$ cat src/rtl/alu_seq_pkg.sv
// Shared types and constants for the alu_seq_ctrl controller: opcodes, FSM states,
// flag bit positions and the opcode decoder.
package alu_seq_pkg;

    localparam logic [2:0] OP_NOP  = 3'b000;
    localparam logic [2:0] OP_LDI  = 3'b001;
    localparam logic [2:0] OP_ADD  = 3'b010;
    localparam logic [2:0] OP_SUB  = 3'b011;
    localparam logic [2:0] OP_ADDI = 3'b100;
    localparam logic [2:0] OP_CMP  = 3'b101;
    localparam logic [2:0] OP_MOV  = 3'b110;
    localparam logic [2:0] OP_ILL  = 3'b111;

    typedef enum logic [1:0] {
        S_IDLE = 2'd0,
        S_READ = 2'd1,
        S_EXEC = 2'd2,
        S_WB   = 2'd3
    } state_t;

    localparam int FLG_Z = 2;
    localparam int FLG_S = 1;
    localparam int FLG_V = 0;

    typedef enum logic [1:0] {
        B_ZERO = 2'd0,
        B_RS   = 2'd1,
        B_IMM  = 2'd2
    } bsrc_t;

    typedef struct packed {
        logic  a_rd;       // A operand is regs[rd] (else 0)
        bsrc_t b_src;
        logic  add_sub_n;
        logic  wr;
        logic  upd;
        logic  err;
    } dec_t;

    function automatic dec_t op_decode(input logic [2:0] op);
        dec_t d;
        d = '{a_rd: 1'b0, b_src: B_ZERO, add_sub_n: 1'b1, wr: 1'b0, upd: 1'b0, err: 1'b0};
        case (op)
            OP_NOP:  ;
            OP_LDI:  d = '{a_rd: 1'b0, b_src: B_IMM, add_sub_n: 1'b1, wr: 1'b1, upd: 1'b1, err: 1'b0};
            OP_ADD:  d = '{a_rd: 1'b1, b_src: B_RS,  add_sub_n: 1'b1, wr: 1'b1, upd: 1'b1, err: 1'b0};
            OP_SUB:  d = '{a_rd: 1'b1, b_src: B_RS,  add_sub_n: 1'b0, wr: 1'b1, upd: 1'b1, err: 1'b0};
            OP_ADDI: d = '{a_rd: 1'b1, b_src: B_IMM, add_sub_n: 1'b1, wr: 1'b1, upd: 1'b1, err: 1'b0};
            OP_CMP:  d = '{a_rd: 1'b1, b_src: B_RS,  add_sub_n: 1'b0, wr: 1'b0, upd: 1'b1, err: 1'b0};
            OP_MOV:  d = '{a_rd: 1'b0, b_src: B_RS,  add_sub_n: 1'b1, wr: 1'b1, upd: 1'b1, err: 1'b0};
            default: d.err = 1'b1;
        endcase
        return d;
    endfunction

endpackage

$ cat src/rtl/alu_seq_regfile.sv
// NUM_REGS x 8 register file: two combinational read ports, one synchronous
// write port, synchronous clear on rst.
module alu_seq_regfile #(
    parameter int NUM_REGS = 4,
    parameter int REG_AW   = 2
) (
    input  logic              clk,
    input  logic              rst,
    input  logic [REG_AW-1:0] raddr_a,
    input  logic [REG_AW-1:0] raddr_b,
    output logic [7:0]        rdata_a,
    output logic [7:0]        rdata_b,
    input  logic              we,
    input  logic [REG_AW-1:0] waddr,
    input  logic [7:0]        wdata
);

    logic [7:0] regs [NUM_REGS];

    assign rdata_a = regs[raddr_a];
    assign rdata_b = regs[raddr_b];

    always_ff @(posedge clk) begin
        if (rst) begin
            for (int unsigned i = 0; i < NUM_REGS; i++) regs[i] <= '0;
        end else if (we) begin
            regs[waddr] <= wdata;
        end
    end

endmodule

$ cat src/rtl/alu_seq_ctrl.sv
// Four-state sequencer driving an external combinational add/sub ALU.
// Optional ALU_SAT_EN: saturate overflowing results on writeback.
import alu_seq_pkg::*;

module alu_seq_ctrl #(
    parameter int NUM_REGS = 4,
    parameter int REG_AW   = 2
) (
    input  logic              clk,
    input  logic              rst,
    input  logic              cmd_valid,
    output logic              cmd_ready,
    input  logic [2:0]        cmd_op,
    input  logic [REG_AW-1:0] cmd_rd,
    input  logic [REG_AW-1:0] cmd_rs,
    input  logic [7:0]        cmd_imm,
    output logic [7:0]        alu_first,
    output logic [7:0]        alu_second,
    output logic              alu_add_sub_n,
    input  logic [7:0]        alu_result,
    input  logic              alu_z,
    input  logic              alu_s,
    input  logic              alu_v,
    output logic              rsp_valid,
    output logic [7:0]        rsp_data,
    output logic [2:0]        rsp_flags,
    output logic              rsp_err
);

    state_t            state;
    logic [2:0]        op_q;
    logic [REG_AW-1:0] rd_q, rs_q;
    logic [7:0]        imm_q;
    logic [7:0]        a_q, b_q, res_q;
    logic              z_q, s_q, v_q;
    logic [2:0]        flags_q;
    logic [7:0]        rd_val, rs_val;
    logic [7:0]        a_nxt, b_nxt;
    logic [7:0]        wb_data;
    logic [2:0]        wb_flags;
    dec_t              dec;

    assign dec       = op_decode(op_q);
    assign cmd_ready = (state == S_IDLE) && !rst;

    alu_seq_regfile #(.NUM_REGS(NUM_REGS), .REG_AW(REG_AW)) u_rf (
        .clk     (clk),
        .rst     (rst),
        .raddr_a (rd_q),
        .raddr_b (rs_q),
        .rdata_a (rd_val),
        .rdata_b (rs_val),
        .we      ((state == S_WB) && dec.wr),
        .waddr   (rd_q),
        .wdata   (wb_data)
    );

    always_comb begin
        a_nxt = dec.a_rd ? rd_val : '0;
        case (dec.b_src)
            B_RS:    b_nxt = rs_val;
            B_IMM:   b_nxt = imm_q;
            default: b_nxt = '0;
        endcase
    end

    always_comb begin
        wb_data         = res_q;
        wb_flags        = '0;
        wb_flags[FLG_Z] = z_q;
        wb_flags[FLG_S] = s_q;
        wb_flags[FLG_V] = v_q;
`ifdef ALU_SAT_EN
        // Overflow direction follows the sign of A: positive A overflows upward.
        if (v_q) begin
            wb_data         = a_q[7] ? 8'h80 : 8'h7F;
            wb_flags[FLG_Z] = (wb_data == 8'h00);
            wb_flags[FLG_S] = wb_data[7];
            wb_flags[FLG_V] = 1'b1;
        end
`endif
    end

    always_ff @(posedge clk) begin
        if (rst) begin
            state         <= S_IDLE;
            op_q          <= OP_NOP;
            rd_q          <= '0;
            rs_q          <= '0;
            imm_q         <= '0;
            a_q           <= '0;
            b_q           <= '0;
            res_q         <= '0;
            z_q           <= 1'b0;
            s_q           <= 1'b0;
            v_q           <= 1'b0;
            flags_q       <= '0;
            alu_first     <= '0;
            alu_second    <= '0;
            alu_add_sub_n <= 1'b1;
            rsp_valid     <= 1'b0;
            rsp_data      <= '0;
            rsp_flags     <= '0;
            rsp_err       <= 1'b0;
        end else begin
            rsp_valid <= 1'b0;
            case (state)
                S_IDLE: begin
                    if (cmd_valid) begin
                        op_q  <= cmd_op;
                        rd_q  <= cmd_rd;
                        rs_q  <= cmd_rs;
                        imm_q <= cmd_imm;
                        state <= S_READ;
                    end
                end
                // ALU ports are loaded together with A/B so they are stable for all of EXEC.
                S_READ: begin
                    a_q           <= a_nxt;
                    b_q           <= b_nxt;
                    alu_first     <= a_nxt;
                    alu_second    <= b_nxt;
                    alu_add_sub_n <= dec.add_sub_n;
                    state         <= S_EXEC;
                end
                S_EXEC: begin
                    res_q <= alu_result;
                    z_q   <= alu_z;
                    s_q   <= alu_s;
                    v_q   <= alu_v;
                    state <= S_WB;
                end
                S_WB: begin
                    rsp_valid <= 1'b1;
                    rsp_err   <= dec.err;
                    rsp_data  <= dec.err ? 8'h00 : wb_data;
                    rsp_flags <= dec.upd ? wb_flags : flags_q;
                    if (dec.upd) flags_q <= wb_flags;
                    state <= S_IDLE;
                end
                default: state <= S_IDLE;
            endcase
        end
    end

endmodule

$ cat config.mk
export PLATFORM = sky130hd
export DESIGN_NAME = alu_seq_ctrl
export DESIGN_NICKNAME = d
export VERILOG_FILES = /design/src/rtl/alu_seq_pkg.sv /design/src/rtl/alu_seq_regfile.sv /design/src/rtl/alu_seq_ctrl.sv
export SDC_FILE = /design/constraint.sdc
export NUM_CORES = 1
export LEC_CHECK = 0
export ABC_AREA = 1
export BUFFER_PORTS_ARGS = -buffer_cell sky130_fd_sc_hd__clkbuf_2
export CAP_MARGIN = 20
export CORE_MARGIN = 2
export CORE_UTILIZATION = 40
export CTS_CLUSTER_SIZE = 40
export DETAILED_ROUTE_END_ITERATION = 10
export HOLD_SLACK_MARGIN = 0.05
export PLACE_DENSITY = 0.71
export SKIP_CTS_REPAIR_TIMING = 1
export SLEW_MARGIN = 10
export SYNTH_ARGS = -nofsm -noshare
export SYNTH_HDL_FRONTEND = slang
export SYNTH_HIERARCHICAL = 1
export SYNTH_SLANG_ARGS = --single-unit
$ cat constraint.sdc
create_clock -name clk -period 1.95 [get_ports clk]
set_input_delay 0.0975 -clock clk [delete_from_list [all_inputs] [get_ports clk]]
set_output_delay 0.0975 -clock clk [all_outputs]
set_load 0.02 [all_outputs]
Yosys cells after proc, flatten, opt, wreduce, memory -nomap -nowiden
Memories as Yosys holds them, arrays and structs flattened. A register that Yosys moved wholly into a read port is not among the register bits. Cells that the tools add are included.

Add/subtract/negate cells: 0. Multiply operators: 0. Div/mod/pow operators: 0. Order comparisons: 0. Equal/unequal tests: 12. Shift operators: 0. Multiplexer cells: 20. Bitwise logic cells: 0. Reductions and logical operators: 9.

Operators with widths (count): $pmux 6 s6 (1); $mux 8 (3); $pmux 8 s2 (1); $mux 2 (6); $eq 3x3->1 const B (3); $mux 1 (8); $pmux 2 s4 (1); $reduce_or 8->1 (1); $reduce_or 7->1 (1); $eq 2x2->1 const B (3); $eq 3x2->1 const B (2); $eq 2x1->1 const B (2); $reduce_and 2->1 (2); $eq 3x1->1 const B (1); $logic_not 3->1 (1); $logic_and 1x1->1 (2); $logic_not 2->1 (1); $ne 2x2->1 const B (1); $logic_not 1->1 (1).

Bits in registers: 58. Latch bits: 0. Memory bits (writable): 32. Memory bits (read-only): 0. Input bits: 29. Logic and storage cells: 58. Memories kept: 1.

Memory list: u_rf.regs (depth 4, bits a word 8, rd ports 2, clocked after Yosys merged registers in 2, wr ports 4, line alu_seq_regfile.sv:18) `logic [7:0] regs [NUM_REGS];`.

Longest topological paths before layout
Gate-level depths: netlist (run 1).

Word-level depth: 8. Depth in mapped cells: 10.

Hierarchy
The synthesis (run 1) kept the hierarchy.

By module, submodules not included: alu_seq_ctrl (times used 1, cells an instance 302, area an instance 2346.0 um^2); alu_seq_regfile (times used 1, cells an instance 243, area an instance 1885.6 um^2).

Least setup slack after synthesis (run 1)
No wires, ideal clock.

Path kind: reg-to-reg. From: register state[0]. To: memory u_rf.regs[2][0] (enable). Setup time: 384 ps. Arrival time: 1710 ps. Required time: 1566 ps. Slack: -144 ps. Cell stages (with the launch flop): 8. Buffers on the path: 2. Period minus slack after synthesis: 2094 ps. Cell sequence: dfxtp_1 ha_1 buf_2 buf_2 nand2_1 inv_1 inv_2 o21ai_0.

RTL lines: start, declared (line alu_seq_ctrl.sv:30) `state_t state;`; start signal, assigned (line alu_seq_ctrl.sv:86) `state <= S_IDLE;`; start signal, assigned (line alu_seq_ctrl.sv:114) `state <= S_READ;`; start signal, assigned (line alu_seq_ctrl.sv:124) `state <= S_EXEC;`; end, declared (line alu_seq_regfile.sv:18).

==> metrics.md, run 1 <==
| Metric | Value |
|---|---|
| Status | completed |
| IO Pins | 60 |
| Max Fanout on Critical Path | 8 |
| Ratio of final minimum period to clock period | 0.932 |
| Rows | 37 |
| Largest net degree at the start of global routing | 30 |
| Fmax | 550 MHz |
| Syn nets | a little under 600 |
| Max Cap Viol | 0 |
| Tmin final | 1820 ps |
| First-iteration detailed-routing DRC count | 328 |
| Post-synth EDFFs | 32 |
| Critical Path Max Stage Delay | between 300 and 400 ps |
| RSZ-0062 raised after global routing | yes |
| # setup viols final | 0 |
| Share of cells above drive strength 1 | 0.166 |
| HP Class | input port to flop |
| Crit path max-delay family | buffers and inverters |
| Cell with the most instances after synthesis | nand2_1 |
| Critical path type | flop to flop |
| Pwr Density | 1130 nW/µm² |
| Area share of the largest cell type after synthesis | 0.274 |
| Initial antenna violation count | 0 |
| Max-slew headroom | 0.527 |
| Die ar. | 11400 µm² |
| Worst setup SP type | flop |
| Via density | 4.94 |
| DR pass1 iterations | 5 |
| Pins Over Slew Limit | 0 |
| GR Util All Layers | 0.178 |
| Async SR Flop Fraction | 0 |
| Clock transition at path regs | 90 ps |
| Area grow syn2layout | 18.2% |
| Leading area contributor after synthesis | dfxtp_1 |
| CTS Buffer Depth | 2 |
| Post-Route Setup TNS | 0 ps |
| Root buffer cell | clkbuf_8 |
| Final Skew | 16.2 ps |
| Final nets | 655 |
| Top_reg_cell synth | dfxtp_1 |
| CTS tree | yes |
| Mapped Cells | about 550 |
| Final Hold Fails | 0 |
| Sequential area share after synthesis | 0.501 |
| Port Buffers | 59 |
| Worst path required time | 2010 ps |
| First-pass GRT wire length | approximately 16 mm |
| Height of the die | about 110 µm |
| Commonest cells in the synthesized netlist | nand2_1 (133), inv_1 (65), dfxtp_1 (58), nand3_1 (56), nor2_1 (56) |
| Syn_area_per_cell | 7.76 µm² |
| Remaining global-route overflow | 0 |
| RD Place Congestion | between 0.9 and 1 |
| Die X | between 100 and 150 µm |
| CP Cell Sequence | inv_2 > nand3_1 > nand3_1 > nand2_1 > inv_1 > inv_2 > o21ai_1 > buf_4 |
| Vias in the first global route | 3347 |
| Worst slew pin tran | ~710 ps |
| Lkg Pwr | 2.18 nW |
| Worst vdd ir | 0.579 mV |
| Dpl hpwl | 7.37 mm |
| DR vias | 3737 |
| Remaining DRCs | 0 |
| Worst path arrival time | 1880 ps |
| Core ar. | between 10000 and 15000 µm² |
| YS warnings | 6 |
| FF+latch count, synth | 90 |
| Yosys cell types | 25 |
| Initial core utilization | 0.412 |
| Ant. Diodes | 0 |
| WHS | 36.1 ps |
| Routed wire per std cell | 13.1 µm |
| Total routed wirelength | 9.95 mm |
| Slowest CP cell | dfxtp_1 |
| CP Capture Type | flop |
| H-tree Lvls | 3 |
| CTS Buf Count | 9 |
| Synth area leaders | dfxtp_1 (27%), edfxtp_1 (23%), nand2_1 (12%) |
| Synthesized area | around 4200 µm² |
| Clock sink count | 90 |
| Clk Latency, worst-skew pair | 350 ps |
| Antenna Nets Post-Route | 0 |
| CP Buf/Inv Count | 4 |
## flip-flops by register name (all words and copies together) (netlist names), 2 cells and up
name        count
rd_q            2
op_q            3
state           2
rs_q            2
alu_first       8
flags_q         3
rsp_data        8
alu_second      8
imm_q           8
res_q           8
u_rf/regs      32
## through the flow
| step | instance area (µm²) | setup WS (ps) | instances | power [W] | util |
|---|---|---|---|---|---|
| after floorplan | 4230 | 77.7 | 545 | 0.00380 | - |
| after global placement | 4630 | 147 | 726 | 0.00428 | 0.451 |
| after detailed placement | 4630 | 59.5 | 726 | 0.00432 | 0.451 |
| after CTS | 4840 | 29.9 | 742 | 0.00563 | 0.471 |
| after global routing | 5000 | -13.5 | 757 | 0.00602 | 0.487 |
| final | 5000 | 132 | 757 | 0.00563 | 0.487 |
## worst min-delay path, stage by stage
cell	delay, ps
clkbuf_2	70
o21ai_0	80
a21oi_1	110
## final timing paths
check / from / slack, ps / depth (start not counted) / end
max reg2reg: op_q[1] / 130 / 8 / u_rf/regs[2][5]
min reg2reg: imm_q[5] / 460 / 2 / imm_q[5]
min: alu_z / 40 / 3 / z_q
max: op_q[1] / 130 / 8 / u_rf/regs[2][5]
## report_power, final
part | internal, W | switching, W
Clock | 0.000644 | 0.000660
Combinational | 0.000596 | 0.00133
Sequential | 0.00221 | 0.000194
## routing by layer
layer  vias to the layer above  GRT usage  wire length [µm]
met3                        13     0.0377               566
met4                         0     0.0510               129
li1                       1883          -                 -
met5                         -          0                 0
met2                       131      0.296              4740
met1                      1710      0.233              4510
## cells by family after synthesis
group | count (synthesis) | share of synthesized area
and+or+nand+nor | 263 | 0.267
buffers and inverters | 98 | 0.0999
DFF | 90 | 0.501
adders and majority gates | 10 | 0.0296
AOI/OAI and AO/OA | 84 | 0.102
## cell usage in the layout, fill, tap and decap left out, types with 3 or more instances in the layout
cell / n
a21oi_1: 43
buf_4: 11
clkbuf_2: 59
clkbuf_8: 10
dfxtp_1: 58
dlygate4sd3_1: 15
edfxtp_1: 32
ha_1: 10
inv_1: 65
inv_2: 6
nand2_1: 131
nand2_2: 3
nand3_1: 56
nor2_1: 56
nor3_1: 10
o21ai_0: 37
## final cells by class
type | count | area [µm²]
fillers | 1000 | 5280
flip-flops and latches | 90 | 2120
multi-input cells | 357 | 1700
repair buffers | 85 | 528
inverters | 73 | 277
well taps | 136 | 170
clock buffers | 10 | 138
clock inverters | 6 | 71.3
No activity file was read; power rests on OpenSTA's default activity.
==> run 2: changes to the inputs <==
--- a/config.mk
+++ b/config.mk
@@ -8,12 +8,14 @@
 export ABC_AREA = 1
 export BUFFER_PORTS_ARGS = -buffer_cell sky130_fd_sc_hd__clkbuf_2
 export CAP_MARGIN = 20
+export CELL_PAD_IN_SITES_DETAIL_PLACEMENT = 0
+export CELL_PAD_IN_SITES_GLOBAL_PLACEMENT = 1
 export CORE_MARGIN = 2
-export CORE_UTILIZATION = 40
+export CORE_UTILIZATION = 38
 export CTS_CLUSTER_SIZE = 40
 export DETAILED_ROUTE_END_ITERATION = 10
 export HOLD_SLACK_MARGIN = 0.05
-export PLACE_DENSITY = 0.71
+export PLACE_DENSITY = 0.86
 export SKIP_CTS_REPAIR_TIMING = 1
 export SLEW_MARGIN = 10
 export SYNTH_ARGS = -nofsm -noshare
==> run 2 against run 1 <==
  * Combinational power about the same
  * Global-route usage increased by 0.33 points
  * Worst hold slack got worse by 25 ps
  * Wire length increased by 5.3%
  * Clock power decreased by 11%
  * Utilization decreased by 2.4 points
  * Sequential power about the same
  * Clock skew about the same
  * Register-to-register slack improved by 40 ps
  * Via count decreased by 1.2%
  * Cell count increased by 1.1%
==> metrics.md, run 2 (synthesized netlist as in run 1, its figures left out) <==
| Metric | Value |
|---|---|
| Antenna Nets Post-Route | 0 (unchanged) |
| Critical path origin | op_q[2] |
| Ant. Diodes | 0 (unchanged) |
| Hold Path End | z_q |
| Share of cells above drive strength 1 | 0.165 (-0.00106) |
| Max Cap Viol | 0 (unchanged) |
| Max-slew headroom | 0.596 (+0.0690) |
| IO Pins | 60 (unchanged) |
| Grt met2 use | 0.280 (-0.0162) |
| Cell count after placement | 730 (+0.55%) |
| Worst path required time | 2020 ps (about the same) |
| Cell area after layout | 5020 µm² (+0.35%) |
| Worst-case reg-to-reg path depth | 8 (unchanged) |
| Tmin final | 1780 ps (-38.6 ps) |
| Placed Area | 4640 µm² (+0.11%) |
| Initial core utilization | 0.390 (-0.0214) |
| Busiest layer in global routing | met2 |
| RSZ-0062 raised after global routing | no |
| WHS | 11.1 ps (-25.1 ps) |
| GRT met1 Usage | 0.243 (+0.00928) |
| Worst r2r src | op_q[2] |
| DR vias | 3693 (-1.2%) |
| Clk Latency, worst-skew pair | 370 ps (+20 ps) |
| Routed wire per std cell | 13.7 µm (+4.2%) |
| Pins Over Slew Limit | 0 (unchanged) |
| Finished Layout Cells | 765 (+1.1%) |
| Remaining global-route overflow | 0 (unchanged) |
| Worst path arrival time | 1850 ps (-30 ps) |
| Ratio of final minimum period to clock period | 0.913 (-0.0198) |
| Total routed wirelength | 10.5 mm (+5.3%) |
| Port Buffers | 59 (unchanged) |
| Via density | 4.83 (-2.2%) |
| # setup viols final | 0 (unchanged) |
| H-tree Lvls | 3 (unchanged) |
| Area grow syn2layout | 18.6% |
| Worst setup SP type | flop |
| First-pass GRT wire length | 16.6 mm (+4.8%) |
| Clock transition at path regs | 110 ps (+20 ps) |
| GR Util met3 | 0.0468 (+0.00914) |
| Initial antenna violation count | 0 (unchanged) |
| Post-Route Setup TNS | 0 ps (unchanged) |
| Fmax | 562 MHz (+2.2%) |
| First-iteration detailed-routing DRC count | 226 (-31%) |
| Remaining DRCs | 0 (unchanged) |
| Status | completed |
| GR Util All Layers | 0.181 (+0.00327) |
| DR pass1 iterations | 4 (-1) |
| Die ar. | 12000 µm² (+5.1%) |
| RD Place Congestion | 0.932 (+3.0%) |
| Commonest non-fill, non-tap cells in the layout | nand2_1 (131), inv_1 (65), clkbuf_2 (59), dfxtp_1 (58) |
| Largest net degree at the start of global routing | 32 (+6.7%) |
| Critical path type | flop to flop |
| CP Capture Type | flop |
| Die X | 110 µm (+2.5%) |
| Vias in the first global route | 3506 (+4.8%) |
| Top reg by flops | u_rf/regs |
| Final Skew | 16.6 ps (+0.403 ps) |
| HP Class | input port to flop |
| Clock sink count | 90 (unchanged) |
| Root buffer cell | clkbuf_8 |
| Rows | 38 (+2.7%) |
| Height of the die | 110 µm (+2.5%) |
| Hold Startpoint | alu_z |
| Max Fanout on Critical Path | 9 (+1) |
| Pwr Density | 1100 nW/µm² (-2.5%) |
| RR Endpoint | u_rf/regs[0][5] |
| CTS Buf Count | 9 (unchanged) |
| Final Hold Fails | 0 (unchanged) |
| Worst vdd ir | 0.598 mV (+3.3%) |
| Final Util | 0.463 (-0.0237) |
| Dpl hpwl | 7.60 mm (+3.1%) |
| Worst slew pin tran | 604 ps (-104 ps) |
| CTS tree | yes |
| CTS Buffer Depth | 2 (unchanged) |
| Final nets | 659 (+0.61%) |
| Commonest non-fill, non-tap cell in the layout | nand2_1 |
| Max FFs per register | 32 (unchanged) |
| Lkg Pwr | 2.17 nW (-0.35%) |
| Core ar. | 10800 µm² (+5.5%) |
| Hold Path Cell Cnt | 3 (unchanged) |
| Reg2Reg Setup Slack | 170 ps (+40 ps) |
## run 2: per-stage QoR
| stage | total power, W | setup slack, ps |
|---|---|---|
| finish | 0.00551 | 170 |
| global route | 0.00591 | 18.5 |
| CTS | 0.00550 | 14.1 |
| detailed placement | 0.00434 | 22.7 |
| global placement | 0.00430 | 136 |
| floorplan | 0.00380 | 77.7 |
## run 2: worst max-delay path, cell delays in order, from the launching register on
cell	delay (ps)
dfxtp_1	490
nand3_1	180
nand3_1	120
nand2_1	50
inv_1	130
inv_2	70
nor2_4	150
nand3_4	150
nand2_4	150
## run 2: layer usage
layer / vias to the layer above / part of all wire
met2: 126 / 0.46
met5: - / 0
met1: 1654 / 0.46
met3: 21 / 0.059
met4: 0 / 0.026
li1: 1892 / -
## run 2: worst max path at each step
stage,endpoint,slack [ps]
after global placement,u_rf/regs[1][1],140
after global routing,u_rf/regs[1][6],20
after CTS,u_rf/regs[0][5],10
after detailed placement,u_rf/regs[0][1],20
final,u_rf/regs[0][5],170
after floorplan,u_rf/regs[2][0],80
## run 2: power breakdown
group / internal, W / switching, W
clock network: 0.000478 / 0.000682
registers: 0.00221 / 0.000195
logic: 0.000602 / 0.00135
## run 2: cell type report
cell class	count	area, µm²
timing repair buffer	89	568
fill	1110	5820
tap	140	175
sequential	90	2120
clock buffer	10	128
clock inverter	6	48.8
multi-input combinational	357	1700
inverter	73	277
